## src/rtl/nextasic_serial_receiver.sv

```systemverilog
// nextasic_serial_receiver
// Receiving end of the single-wire NeXT ASIC serial link. Each packet is a
// start bit (1) followed by 40 payload bits, MSB first, one bit per clock.
// After every packet the line must stay low for MIN_GAP cycles before the
// next start bit. Control payloads (audio sample request and audio underrun)
// become one-cycle strobes; all other payloads go to a one-deep valid/ready
// holding register for the downstream decoder.

module nextasic_serial_receiver #(
    parameter int unsigned MIN_GAP   = 3,
    parameter bit          PASS_CTRL = 1'b0
) (
    input  logic        clk,
    input  logic        rst_n,
    input  logic        sin,
    output logic [39:0] out_data,
    output logic        out_valid,
    input  logic        out_ready,
    output logic        audio_req,
    output logic        audio_underrun,
    output logic        data_loss,
    output logic        framing_error
);

    // The gap counter holds values up to MIN_GAP. A zero gap would give a
    // zero-width counter, so keep at least one bit.
    localparam int GAP_W = (MIN_GAP == 0) ? 1 : $clog2(MIN_GAP + 1);

    // Gap counter value on which the final mandatory idle bit is seen.
    localparam logic [GAP_W-1:0] GAP_LAST = GAP_W'((MIN_GAP == 0) ? 0 : (MIN_GAP - 1));

    // Index of the last payload bit within a packet.
    localparam logic [5:0] LAST_BIT = 6'd39;

    // Control payloads that are turned into strobes.
    localparam logic [39:0] AUDIO_REQ_WORD      = 40'h07_0000_0000;
    localparam logic [39:0] AUDIO_UNDERRUN_WORD = 40'h0F_0000_0000;

    typedef enum logic [1:0] {
        IDLE,
        SHIFT,
        GAP
    } state_t;

    state_t           state;
    logic [5:0]       bit_cnt;
    logic [GAP_W-1:0] gap_cnt;

    // Only 39 payload bits ever need storing: the 40th arrives on sin at the
    // completing edge and is combined with the stored bits on the fly.
    logic [38:0]      shift_reg;

    logic [39:0]      next_shift;
    logic             is_req;
    logic             is_underrun;
    logic             is_data;
    logic             slot_free;

    // Payload as it will look once the current sin bit is shifted in, plus
    // its classification. Only meaningful at the final payload bit.
    always_comb begin
        next_shift  = {shift_reg, sin};
        is_req      = (next_shift == AUDIO_REQ_WORD);
        is_underrun = (next_shift == AUDIO_UNDERRUN_WORD);
        is_data     = PASS_CTRL || !(is_req || is_underrun);
        slot_free   = !out_valid || out_ready;
    end

    // Framing FSM, payload shift register, holding register and strobes.
    // Strobes default low every cycle so they are never held; a handshake
    // empties the holding register unless a new payload lands on that edge.
    always_ff @(posedge clk or negedge rst_n) begin
        if (!rst_n) begin
            state          <= IDLE;
            bit_cnt        <= '0;
            gap_cnt        <= '0;
            shift_reg      <= '0;
            out_data       <= '0;
            out_valid      <= 1'b0;
            audio_req      <= 1'b0;
            audio_underrun <= 1'b0;
            data_loss      <= 1'b0;
            framing_error  <= 1'b0;
        end else begin
            audio_req      <= 1'b0;
            audio_underrun <= 1'b0;
            data_loss      <= 1'b0;
            framing_error  <= 1'b0;

            if (out_valid && out_ready) begin
                out_valid <= 1'b0;
            end

            case (state)
                IDLE: begin
                    if (sin) begin
                        state   <= SHIFT;
                        bit_cnt <= '0;
                    end
                end

                SHIFT: begin
                    shift_reg <= next_shift[38:0];
                    if (bit_cnt == LAST_BIT) begin
                        bit_cnt        <= '0;
                        gap_cnt        <= '0;
                        audio_req      <= is_req;
                        audio_underrun <= is_underrun;
                        if (is_data) begin
                            if (slot_free) begin
                                out_data  <= next_shift;
                                out_valid <= 1'b1;
                            end else begin
                                data_loss <= 1'b1;
                            end
                        end
                        if (MIN_GAP == 0) begin
                            state <= IDLE;
                        end else begin
                            state <= GAP;
                        end
                    end else begin
                        bit_cnt <= bit_cnt + 6'd1;
                    end
                end

                GAP: begin
                    if (sin) begin
                        // A start bit inside the gap is flagged but still
                        // taken as the start of a packet so the link resyncs.
                        framing_error <= 1'b1;
                        state         <= SHIFT;
                        bit_cnt       <= '0;
                    end else if (gap_cnt == GAP_LAST) begin
                        state   <= IDLE;
                        gap_cnt <= '0;
                    end else begin
                        gap_cnt <= gap_cnt + GAP_W'(1);
                    end
                end

                default: begin
                    state <= IDLE;
                end
            endcase
        end
    end

endmodule

```

## config.mk

```make
export PLATFORM = sky130hd
export DESIGN_NAME = nextasic_serial_receiver
export DESIGN_NICKNAME = d
export VERILOG_FILES = /design/src/rtl/nextasic_serial_receiver.sv
export SDC_FILE = /design/constraint.sdc
export NUM_CORES = 1
export LEC_CHECK = 0
export ABC_AREA = 1
export CORE_MARGIN = 5
export CORE_UTILIZATION = 56
export DETAILED_ROUTE_END_ITERATION = 10
export DONT_BUFFER_PORTS = 1
export GPL_ROUTABILITY_DRIVEN = 0
export MAX_ROUTING_LAYER = met4
export PLACE_DENSITY = 0.74
export SETUP_SLACK_MARGIN = 0.3
export SLEW_MARGIN = 30
export SYNTH_ARGS = -nofsm -noshare
export SYNTH_HDL_FRONTEND = slang
export SYNTH_SLANG_ARGS = --single-unit
```

## constraint.sdc

```tcl
create_clock -name clk -period 1.51 [get_ports clk]
set_input_delay 0.302 -clock clk [delete_from_list [all_inputs] [get_ports clk]]
set_output_delay 0.302 -clock clk [all_outputs]
set_load 0.05 [all_outputs]
```

## After elaboration in Yosys (flattened, before gate mapping)

Index checks and enable logic that the tools add are counted.

| word-level totals | value |
|---|---|
| bits in latches | 0 |
| memories | 0 |
| bits in registers | 94 |
| bits in read-only memories | 0 |
| memory bits (writable) | 0 |

| cells by class | value |
|---|---|
| order comparisons | 0 |
| $mul | 0 |
| equality and inequality tests | 11 |
| shift-type cells | 0 |
| div/mod/pow operators | 0 |
| reductions and logical operators | 12 |
| bitwise gates (word level) | 1 |
| add/sub/neg operators | 2 |
| multiplexer cells | 27 |

Operators with widths:

| kind | number |
|---|---|
| $eq 40x35->1 const B | 1 |
| $eq 40x36->1 const B | 1 |
| $mux 1 | 15 |
| $mux 2 | 7 |
| $mux 6 | 2 |
| $pmux 6 s2 | 1 |
| $add 6x1->6 const B | 1 |
| $eq 6x6->1 const B | 1 |
| $ne 2x2->1 const B | 3 |
| $pmux 2 s3 | 1 |
| $reduce_and 3->1 | 2 |
| $eq 2x2->1 const B | 2 |
| $pmux 2 s2 | 1 |
| $reduce_and 4->1 | 1 |
| $reduce_bool 2->1 | 2 |
| $ne 3x3->1 const B | 1 |
| $add 2x1->2 const B | 1 |
| $eq 2x1->1 const B | 1 |
| $logic_not 2->1 | 1 |
| $logic_or 1x1->1 | 2 |
| $ne 2x1->1 const B | 1 |
| $reduce_and 2->1 | 1 |
| $reduce_or 2->1 | 1 |
| $logic_and 1x1->1 | 1 |
| other kinds (2) | 2 |

## Longest topological paths before layout

Gate-level depths: netlist (run 1).

| depth | value |
|---|---|
| word-level depth | 6 |
| mapped depth | 10 |

## Worst setup path after synthesis (run 1)

OpenSTA, ideal clock, no wires.

| timing path | value |
|---|---|
| path kind | register -> register |
| start | register bit_cnt[0] |
| end | register out_data[23] |
| stages on the path, launching flop included | 10 |
| path buffers | 1 |
| setup time | 0.119 ns |
| slack | 0.068 ns |
| data arrival time | 1.324 ns |
| period minus slack after synthesis | 1.442 ns |
| cells stage by stage | dfrtp_1 ha_1 nand2_1 inv_1 nand4_2 nor2_4 nand3_4 buf_6 nand2_2 nand2_1 |

| between the ends | value |
|---|---|
| word-level cells in the longest chain between the ends | 2 |

Ends and longest elaborated chain:

| what | RTL line | text |
|---|---|---|
| from (decl) | 46 | `logic [5:0] bit_cnt;` |
| from (signal assigned) | 123 | `bit_cnt <= bit_cnt + 6'd1;` |
| $eq 6x6->1 | 104 | `if (bit_cnt == LAST_BIT) begin` |
| $reduce_and 4->1 (no line) | -- |  |
| to (signal assigned) | 111 | `out_data <= next_shift;` |
| to (decl) | 16 | `output logic [39:0] out_data,` |

No other way between the ends.
A chain may end at the register's enable or synchronous reset.

## Worst setup path in the final report (run 1)

| timing path | value |
|---|---|
| start | register shift_reg[33] |
| end | register out_data[36] |

| between the ends | value |
|---|---|
| word-level cells in the longest chain between the ends | 4 |
| elaborated cells on any way between the ends | 5 |

Ends and longest elaborated chain:

| what | RTL line | text |
|---|---|---|
| from (decl) | 51 | `logic [38:0] shift_reg;` |
| from (signal assigned) | 103 | `shift_reg <= next_shift[38:0];` |
| $eq 40x35->1 / $eq 40x36->1 (equally long branches) | 63, 64 |  |
| $logic_or 1x1->1 * | 65 | `is_data = PASS_CTRL \|\| !(is_req \|\| is_underrun);` |
| $not 1->1 (no line) * | -- |  |
| $reduce_and 4->1 (no line) * | -- |  |

Mark *: on every way between the ends. The rest lies on a longest branch, timed or not.

==> reports/metrics.yaml, run 1 <==
timing:
  period_minus_slack_ns: 1.64
  slew_viol_final: 0
  slew_headroom_pct: 80.1
  rsz0062_at_grt: "true"
  clock.fmax_ghz: 0.611
  finalClockSkew_ns: 0.00886
  fin_ws_ns: -0.127
  setup_viol: 42
  hold_viol: 94
  finalSetupTns_ns: -4.45
  period_share_pct: 108
  hold_ws_ns: -0.384
  tightest_slew_ns: 0.298
clock_tree:
  cts_max_path_buffers: 2
  clk_latency_ns: 0.37
  root_buffer: "clkbuf_8"
  cts_buffers: 9
  clkTransAtPathRegs_ns: 0.09
  clock-sinks: 94
  cts_tree: "done"
  h-tree-depth: 3
synthesis:
  ys_types: 23
  syn_inst: 452
  synth_seq_area_share_pct: 59.1
  synthTopCellsByArea: "dfrtp_1 (59%), nand2_1 (18%), nand4_1 (6.3%), nor2_1 (3.1%), o21ai_0 (1.9%)"
  yosysTopAreaCell: "dfrtp_1"
  synth_top_area_share_pct: 59.1
  synth-seq-cells: 94
  syn-cell-area_mm2: 0.00398
  synth_fp_nets: 457
  synth.avg_cell_area_um2: 8.81
  yosysWarnings: 0
drt:
  finalWirelength_um: 9990
  initialDrtViolationCount: 238
  vias_per_cell: 5.50
  drt_pass1_iterations: 6
  ant_nets: 0
  avgRoutedWirePerCell_um: 16.4
  dr_total_vias: 3358
  drc_errors: 0
grt:
  antenna_found_initial: 0
  grt_pass1_vias: 3250
  grt_overflow: 0
  grt.total_usage_pct: 23.5
  grt_max_degree: 95
  grt_pass1_wl_um: 15700
hold_path:
  hp-class: "in -> async"
finish:
  drive_above_1_share_pct: 33.8
  nFillCells: 471
  largest_register_ffs: 40
  area_delta_synth_final_pct: 27.3
  diodes: 0
  nets: 515
  design_area_mm2: 0.00507
  final_cells: 611
place:
  dp.cells: 577
  portBuffers: 0
  place_area_mm2: 0.00444
  pre_cts_slack_ns: -0.0736
  dpl.hpwl_um: 5650
worst_setup_path:
  worstPathArrival_ns: 1.95
  crit_type: "reg -> reg"
  cp-end-kind: "flop"
  required_ns: 1.82
  start_kind: "flop"
  cp_max_fo: 21
pwr:
  powerDensity_mw_per_mm2: 1930
  power_mw: 9.80
  cellLeakagePower_nw: 2.56
  vdd_drop_max_mv: 0.929
die:
  pin_count: 49
  dieArea_mm2: 0.00889
  start_util_pct: 57.9
  die-height_um: 94.3
  die-width_um: 94.3
  rows: 30
  core_area_mm2: 0.00687
run:
  max_cap_viol_count: 0
status:
  outcome: "finished, violations left"
  violations: "hold timing, setup timing"
-- cells in the mapped netlist --
master / count
nand2_1: 192
dfrtp_1: 94
nand4_1: 40
nor2_1: 33
inv_1: 18
o21ai_0: 15
clkbuf_1: 10
nand2_2: 10
buf_2: 8
nand3_1: 8
buf_6: 4
inv_2: 3
nor2_4: 3
buf_1: 2
o21ai_2: 2
o22ai_1: 2
xor2_1: 2
a32o_1: 1
ha_1: 1
nand3_4: 1
nand4_2: 1
nor3_1: 1
o31ai_1: 1
-- where the power goes --
part	internal, mW	leakage, nW	switching, mW
clock	0.643	0.0796	0.843
combinational	1.73	1.29	1.92
sequential	3.31	1.19	1.34
total	5.69	2.56	4.11
-- final cells by class --
| type | count | area (µm²) | share of cell area, % |
|---|---|---|---|
| Sequential cell | 94 | 2410 | 47.5 |
| Timing Repair Buffer | 71 | 726 | 14.3 |
| Clock inverter | 3 | 20.0 | 0.395 |
| Inverter | 21 | 88.8 | 1.75 |
| Multi-Input combinational cell | 313 | 1560 | 30.7 |
| Tap cell | 96 | 120 | 2.37 |
| Clock buffer | 13 | 149 | 2.94 |
-- through the flow --
stage / hold WS (ns) / utilization (%)
4_1_cts: -0.390 / 70.9
6_report: -0.384 / 73.8
3_5_place_dp: 0.00866 / 64.7
2_1_floorplan: 0.00641 / -
3_3_place_gp: 0.00949 / 64.7
5_1_grt: -0.406 / 73.8
-- per-layer routing --
layer  vias up  share of wire (%)  global-route usage, %
met1      1625                 39                   28.5
li1       1568                  -                      -
met2       137                 51                   37.9
met3        28                7.4                   6.33
met4         0                2.9                   8.30
met5         -                  0                      -
-- worst max-delay path, stage by stage, from the launching register on --
cell     delay, ns
dfrtp_1       0.43
inv_1         0.10
nor2_1        0.19
nand2_1       0.09
nor2_1        0.22
o21ai_4       0.13
nand3_4       0.11
buf_12        0.17
nand2_1       0.08
nand2_1       0.06
-- cells in the final DEF (no fill, tap or decap), types with 4 or more instances in the layout --
| cell | synthesis | final |
|---|---|---|
| buf_6 | 4 | 12 |
| nand2_1 | 192 | 182 |
| dfrtp_1 | 94 | 50 |
| dfrtp_2 | 0 | 44 |
| o21ai_0 | 15 | 8 |
| buf_12 | 0 | 7 |
| nor2_4 | 3 | 5 |
| inv_1 | 18 | 16 |
| buf_4 | 0 | 49 |
| nor2_1 | 33 | 27 |
| nand4_1 | 40 | 40 |
| clkbuf_8 | 0 | 10 |
| nand3_1 | 8 | 4 |
| o21ai_1 | 0 | 6 |
| nand2_2 | 10 | 18 |
| nor2_2 | 0 | 4 |
-- logic make-up after synthesis --
logic type,count (synthesis),synth area share (%)
AND/OR/NAND/NOR,289,31.8
flip-flops,94,59.1
buffers and inverters,45,5.25
AO/OA/AOI/OAI,21,3.08
XOR/XNOR,2,0.440
adder cells (fa/ha/maj),1,0.314
-- worst paths after layout --
check / startpoint / to / slack [ns] / depth (start not counted)
worst max register to register: shift_reg[33]$_DFFE_PN0N_ / out_data[36]$_DFFE_PN0P_ / -0.13 / 9
worst min register to register: gap_cnt[1]$_DFFE_PN0P_ / gap_cnt[1]$_DFFE_PN0P_ / 0.57 / 2
min in group clk: sin / out_data[0]$_DFFE_PN0P_ / 0.08 / 2
worst min-delay path: rst_n / out_data[1]$_DFFE_PN0P_ / -0.38 / 0
max in group asynchronous: rst_n / out_data[31]$_DFFE_PN0P_ / 1.74 / 0
worst max-delay path: shift_reg[33]$_DFFE_PN0N_ / out_data[36]$_DFFE_PN0P_ / -0.13 / 9
-- timing repair --
action / 4_1_cts / 5_1_grt
setup endpoints to repair: 117 / 113
resized for setup: 82 / 22
cloned: 1 / 2
pin swaps: 6 / 3
endpoints found under the hold margin: 94 / 94
buffers inserted: 6 / 9
Power figures use the tool's default switching activity.
==> run 2: changes to the inputs <==
--- a/config.mk
+++ b/config.mk
@@ -13,6 +13,7 @@
 export GPL_ROUTABILITY_DRIVEN = 0
 export MAX_ROUTING_LAYER = met4
 export PLACE_DENSITY = 0.74
+export REMOVE_ABC_BUFFERS = 1
 export SETUP_SLACK_MARGIN = 0.3
 export SLEW_MARGIN = 30
 export SYNTH_ARGS = -nofsm -noshare
==> reports/metrics.yaml, run 2 (synthesis gave the netlist of run 1 again) <==
drt:
  vias_per_cell: 5.49  # was 5.50
  avgRoutedWirePerCell_um: 16.5  # was 16.4 µm
  initialDrtViolationCount: 272  # was 238
  finalWirelength_um: 10100  # was 9990 µm
  dr_total_vias: 3346  # was 3,358
  drc_errors: 0  # unchanged
  ant_nets: 0  # unchanged
  drt_pass1_iterations: 5  # was 6
die:
  die-height_um: 94.3  # unchanged
  die-width_um: 94.3  # unchanged
  dieArea_mm2: 0.00889  # unchanged
  core_area_mm2: 0.00687  # unchanged
  start_util_pct: 57.9  # unchanged
  rows: 30  # unchanged
  pin_count: 49  # unchanged
grt:
  grt_pass1_wl_um: 15600  # was 15,700 µm
  grt_overflow: 0  # unchanged
  grt_pass1_vias: 3269  # was 3,250
  grt.total_usage_pct: 23.3  # was 23.5%
  grt_max_degree: 95  # unchanged
  antenna_found_initial: 0  # unchanged
worst_setup_path:
  timing.rr.end: "out_data[21]$_DFFE_PN0P_"  # was out_data[36]$_DFFE_PN0P_
  cp-end-kind: "flop"  # unchanged
  critPathTopFamily: "simple AND/OR/NAND/NOR gates"  # unchanged
  crit_top_cell: "nand2_1"  # unchanged
  slowest_delay_ns: 0.39  # was 0.43 ns
  path_cells: "nor2_1, nand2_1, nor2_2, nand2_2, nor2_4, o21ai_4, nand3_4, buf_12, nand2_1, nand2_1"  # was inv_1, nor2_1, nand2_1, nor2_1, o21ai_4, nand3_4, buf_12, nand2_1, nand2_1
  cp_max_fo: 8  # was 21
  cp_num_buf_inv: 1  # was 2
  required_ns: 1.82  # about the same
  cp_slowest_cell: "dfrtp_1"  # unchanged
  start_kind: "flop"  # unchanged
  worstPathArrival_ns: 1.98  # was 1.95 ns
  rr_worst_depth: 10  # was 9
  rrSetupSlack_ns: -0.16  # was -0.13 ns
  crit_type: "reg -> reg"  # unchanged
  r2r-start: "shift_reg[13]$_DFFE_PN0N_"  # was shift_reg[33]$_DFFE_PN0N_
timing:
  period_minus_slack_ns: 1.67  # was 1.64 ns
  slew_headroom_pct: 78.8  # was 80.1%
  hold_viol: 94  # unchanged
  hold_ws_ns: -0.380  # was -0.384 ns
  tightest_slew_ns: 0.318  # was 0.298 ns
  finalClockSkew_ns: 0.0123  # was 0.00886 ns
  fin_ws_ns: -0.163  # was -0.127 ns
  rsz0062_at_grt: "true"  # unchanged
  period_share_pct: 111  # was 108%
  setup_viol: 42  # unchanged
  slew_viol_final: 0  # unchanged
  clock.fmax_ghz: 0.598  # was 0.611 GHz
clock_tree:
  cts_max_path_buffers: 2  # unchanged
  cts_buffers: 9  # unchanged
  clock-sinks: 94  # unchanged
  clkTransAtPathRegs_ns: 0.09  # about the same
  h-tree-depth: 3  # unchanged
  cts_tree: "done"  # unchanged
  clk_latency_ns: 0.37  # about the same
  root_buffer: "clkbuf_8"  # unchanged
finish:
  design_area_mm2: 0.00513  # was 0.00507 mm²
  drive_above_1_share_pct: 37.9  # was 33.8%
  nFillCells: 448  # was 471
  nets: 514  # was 515
  diodes: 0  # unchanged
  area_delta_synth_final_pct: 28.9  # was 27.3%
  final_common_cell: "nand2_1"  # unchanged
  largest_register_ffs: 40  # unchanged
  most-common-layout-cells: "nand2_1 (161), buf_4 (52), dfrtp_1 (50), dfrtp_2 (44), nand4_1 (40)"  # was nand2_1 (182), dfrtp_1 (50), buf_4 (49), dfrtp_2 (44), nand4_1 (40)
pwr:
  cell_internal_pwr_mw: 5.63  # was 5.69 mW
  powerDensity_mw_per_mm2: 1890  # was 1930 mW/mm²
  vdd_drop_max_mv: 1.04  # was 0.929 mV
  power_frac_comb_pct: 34.2  # was 37.3%
  cellLeakagePower_nw: 2.57  # was 2.56 nW
  p_seq_share_pct: 48.5  # was 47.5%
  switchingPower_mw: 4.07  # was 4.11 mW
  switching_share_pct: 42.0  # was 41.9%
  power.clock.fraction_pct: 17.3  # was 15.2%
status:
  outcome: "finished, violations left"  # unchanged
  violations: "hold timing, setup timing"  # unchanged
place:
  portBuffers: 0  # unchanged
  pre_cts_slack_ns: -0.0586  # was -0.0736 ns
  place_area_mm2: 0.00441  # was 0.00444 mm²
  dpl.hpwl_um: 5770  # was 5650 µm
run:
  max_cap_viol_count: 0  # unchanged
hold_path:
  hp-class: "in -> async"  # unchanged
-- run 2: cell count changes in the layout (fill, tap and decap cells not counted), moves of 3 or more --
cell / before / now
buf_4: 49 / 52
buf_6: 12 / 9
o21ai_1: 6 / 3
nand2_1: 182 / 161
nand2_2: 18 / 35
nand2_4: 2 / 5
-- run 2: what timing repair did --
| item | in CTS | in global routing |
|---|---|---|
| setup endpoints to repair | 131 | 131 |
| gates resized for setup | 75 | 57 |
| endpoints found under the hold margin | 94 | 94 |
| gates cloned | 2 | 3 |
| pin swaps | 7 | 26 |
| setup buffers | 5 | 5 |
-- run 2: power by group through the flow --
stage	clock, mW	sequential [mW]	combinational [mW]
final	1.68	4.71	3.31
after global routing	1.81	4.79	3.67
after CTS	1.67	4.65	2.93
after detailed placement	0	4.64	2.71
after global placement	0	4.61	2.60
after floorplan	0	4.65	1.43
-- run 2: stage by stage --
step                cells  total power, mW  TNS [ns]  util [%]
finish                610             9.70     -5.63      74.7
CTS                   602             9.25     -2.21      70.4
floorplan             428             6.08    -55.30         -
global route          610             10.3    -10.32      74.7
detailed placement    579             7.35     -1.15      64.2
global placement      579             7.21    -0.485      64.2
-- run 2: worst max-delay path by stage --
stage	from	to	slack (ns)	cells past startpoint
detailed placement	shift_reg[10]$_DFFE_PN0N_	out_data[19]$_DFFE_PN0P_	-0.06	10
finish	shift_reg[13]$_DFFE_PN0N_	out_data[21]$_DFFE_PN0P_	-0.16	10
floorplan	state[1]$_DFFE_PN0P_	out_data[0]$_DFFE_PN0P_	-1.16	6
CTS	shift_reg[10]$_DFFE_PN0N_	out_data[36]$_DFFE_PN0P_	-0.07	10
global placement	shift_reg[30]$_DFFE_PN0N_	out_data[12]$_DFFE_PN0P_	-0.03	10
global route	shift_reg[13]$_DFFE_PN0N_	out_data[12]$_DFFE_PN0P_	-0.28	10
-- run 2: final cells by class --
type                       count  area, µm²  share of cell area, %
inverter                      21       83.8                   1.63
tap                           96        120                   2.34
timing repair buffer          70        694                   13.5
clock inverter                 3       43.8                  0.854
sequential                    94       2410                   46.9
multi-input combinational    313       1630                   31.8
clock buffer                  13        149                   2.90
-- run 2: layer usage --
| layer | wire length (µm) | track usage (%) |
|---|---|---|
| met1 | 4000 | 28.2 |
| met2 | 5090 | 37.6 |
| met3 | 650 | 5.45 |
| met4 | 312 | 9.87 |
| met5 | 0 | - |
==> run 3: changes to the inputs <==
--- a/config.mk
+++ b/config.mk
@@ -11,8 +11,9 @@
 export DETAILED_ROUTE_END_ITERATION = 10
 export DONT_BUFFER_PORTS = 1
 export GPL_ROUTABILITY_DRIVEN = 0
+export HOLD_SLACK_MARGIN = 0.03
 export MAX_ROUTING_LAYER = met4
-export PLACE_DENSITY = 0.74
+export PLACE_DENSITY = 0.79
 export REMOVE_ABC_BUFFERS = 1
 export SETUP_SLACK_MARGIN = 0.3
 export SLEW_MARGIN = 30
==> reports/metrics.yaml, run 3 (synthesis gave the netlist of run 1 again) <==
worst_setup_path:
  path_cells: "ha_2, nand2_1, inv_2, nand4_4, nor2_4, buf_4, buf_4, buf_4, nand4_1, nand2_1"  # was nor2_1, nand2_1, nor2_2, nand2_2, nor2_4, o21ai_4, nand3_4, buf_12, nand2_1, nand2_1
  crit_type: "reg -> reg"  # unchanged
  cp_num_buf_inv: 4  # was 1
  cp-end-kind: "flop"  # unchanged
  required_ns: 1.81  # was 1.82 ns
  rr_worst_depth: 10  # unchanged
  cp_slowest_cell: "dfrtp_1"  # unchanged
  start_kind: "flop"  # unchanged
  timing.rr.end: "out_data[1]$_DFFE_PN0P_"  # was out_data[21]$_DFFE_PN0P_
  worstPathArrival_ns: 2.10  # was 1.98 ns
  critPathTopFamily: "simple AND/OR/NAND/NOR gates"  # unchanged
  slowest_delay_ns: 0.38  # was 0.39 ns
  r2r-start: "bit_cnt[1]$_DFFE_PN0P_"  # was shift_reg[13]$_DFFE_PN0N_
  cp_max_fo: 4  # was 8
  rrSetupSlack_ns: -0.28  # was -0.16 ns
  crit_top_cell: "buf_4"  # was nand2_1
die:
  pin_count: 49  # unchanged
  core_area_mm2: 0.00687  # unchanged
  die-width_um: 94.3  # unchanged
  rows: 30  # unchanged
  die-height_um: 94.3  # unchanged
  start_util_pct: 57.9  # unchanged
  dieArea_mm2: 0.00889  # unchanged
timing:
  rsz0062_at_grt: "true"  # unchanged
  slew_viol_final: 0  # unchanged
  slew_headroom_pct: 79.3  # was 78.8%
  period_share_pct: 119  # was 111%
  tightest_slew_ns: 0.310  # was 0.318 ns
  hold_viol: 94  # unchanged
  setup_viol: 50  # was 42
  period_minus_slack_ns: 1.79  # was 1.67 ns
  finalClockSkew_ns: 0.0183  # was 0.0123 ns
  finalSetupTns_ns: -9.20  # was -5.63 ns
  fin_ws_ns: -0.285  # was -0.163 ns
  clock.fmax_ghz: 0.557  # was 0.598 GHz
  hold_ws_ns: -0.387  # was -0.380 ns
grt:
  grt_overflow: 0  # unchanged
  grt_max_degree: 95  # unchanged
  grt_pass1_wl_um: 16600  # was 15,600 µm
  antenna_found_initial: 0  # unchanged
  grt.total_usage_pct: 24.7  # was 23.3%
  grt_pass1_vias: 3520  # was 3,269
clock_tree:
  clk_latency_ns: 0.38  # was 0.37 ns
  clkTransAtPathRegs_ns: 0.11  # was 0.09 ns
  cts_tree: "done"  # unchanged
  cts_buffers: 9  # unchanged
  clock-sinks: 94  # unchanged
  cts_max_path_buffers: 2  # unchanged
  h-tree-depth: 3  # unchanged
  root_buffer: "clkbuf_8"  # unchanged
finish:
  multi_input_area_mm2: 0.00158  # was 0.00163 mm²
  nFillCells: 406  # was 448
  final_common_cell: "nand2_1"  # unchanged
  design_area_mm2: 0.00520  # was 0.00513 mm²
  seq_area_mm2: 0.00241  # unchanged
  area_delta_synth_final_pct: 30.7  # was 28.9%
  largest_register_ffs: 40  # unchanged
  most-common-layout-cells: "nand2_1 (181), buf_4 (51), dfrtp_1 (50), dfrtp_2 (44), nand4_1 (40)"  # was nand2_1 (161), buf_4 (52), dfrtp_1 (50), dfrtp_2 (44), nand4_1 (40)
  nets: 519  # was 514
  diodes: 0  # unchanged
  drive_above_1_share_pct: 35.6  # was 37.9%
status:
  violations: "hold timing, setup timing"  # unchanged
  outcome: "finished, violations left"  # unchanged
hold_path:
  hp-class: "in -> async"  # unchanged
place:
  pre_cts_slack_ns: -0.0934  # was -0.0586 ns
  dpl.hpwl_um: 5580  # was 5770 µm
  portBuffers: 0  # unchanged
  place_area_mm2: 0.00441  # about the same
drt:
  drt_pass1_iterations: 5  # unchanged
  drc_errors: 0  # unchanged
  avgRoutedWirePerCell_um: 17.8  # was 16.5 µm
  dr_total_vias: 3486  # was 3,346
  finalWirelength_um: 10900  # was 10,100 µm
  vias_per_cell: 5.67  # was 5.49
  ant_nets: 0  # unchanged
  initialDrtViolationCount: 316  # was 272
run:
  max_cap_viol_count: 0  # unchanged
pwr:
  vdd_drop_max_mv: 1.18  # was 1.04 mV
  cellLeakagePower_nw: 2.62  # was 2.57 nW
  power_mw: 10.3  # was 9.70 mW
  powerDensity_mw_per_mm2: 1980  # was 1890 mW/mm²
==> run 3: cell count changes in the layout (fill, tap and decap cells not counted), moves of 3 or more <==
| cell | before | now |
|---|---|---|
| nand2_4 | 5 | 0 |
| clkbuf_1 | 3 | 0 |
| buf_6 | 9 | 15 |
| nand2_2 | 35 | 20 |
| nand2_1 | 161 | 181 |
==> run 3: worst max path at each step <==
| stage | start | to | depth (start not counted) |
|---|---|---|---|
| after floorplan | state[1]$_DFFE_PN0P_ | out_data[0]$_DFFE_PN0P_ | 6 |
| after global placement | shift_reg[30]$_DFFE_PN0N_ | out_data[18]$_DFFE_PN0P_ | 9 |
| after detailed placement | shift_reg[28]$_DFFE_PN0N_ | out_data[19]$_DFFE_PN0P_ | 10 |
| after CTS | shift_reg[0]$_DFFE_PN0N_ | out_data[18]$_DFFE_PN0P_ | 10 |
| after global routing | bit_cnt[0]$_DFFE_PN0P_ | out_data[18]$_DFFE_PN0P_ | 10 |
| final | bit_cnt[1]$_DFFE_PN0P_ | out_data[1]$_DFFE_PN0P_ | 10 |
==> run 3: routing by layer <==
layer / up-vias / track usage, % / routed length (µm)
li1: 1579 / - / -
met1: 1720 / 28.4 / 4140
met3: 31 / 6.41 / 773
met4: 0 / 8.42 / 382
met5: - / - / 0
met2: 156 / 42.1 / 5650
==> run 3: cell type report <==
cell class | instances | share of cell area [%]
clock buffer | 10 | 2.65
sequential | 94 | 46.3
inverter | 21 | 1.61
multi-input combinational | 313 | 30.3
clock inverter | 6 | 2.21
timing repair buffer | 75 | 14.6
tap | 96 | 2.31
==> run 3: stage by stage <==
step / instances / utilization (%)
6_report: 615 / 75.7
4_1_cts: 610 / 73.1
3_3_place_gp: 578 / 64.2
3_5_place_dp: 578 / 64.2
2_1_floorplan: 428 / -
5_1_grt: 615 / 75.7
==> run 3: repair_timing <==
item / CTS / global route
pin swaps: 6 / 20
cloned: 3 / 1
gates resized for setup: 79 / 36
hold endpoints to repair: 94 / 94
endpoints found under the setup margin: 118 / 125
buffers inserted: 13 / 4
==> run 3: power breakdown <==
part / switching, mW / internal (mW)
logic: 1.98 / 1.55
registers: 1.38 / 3.31
clock network: 0.929 / 1.16
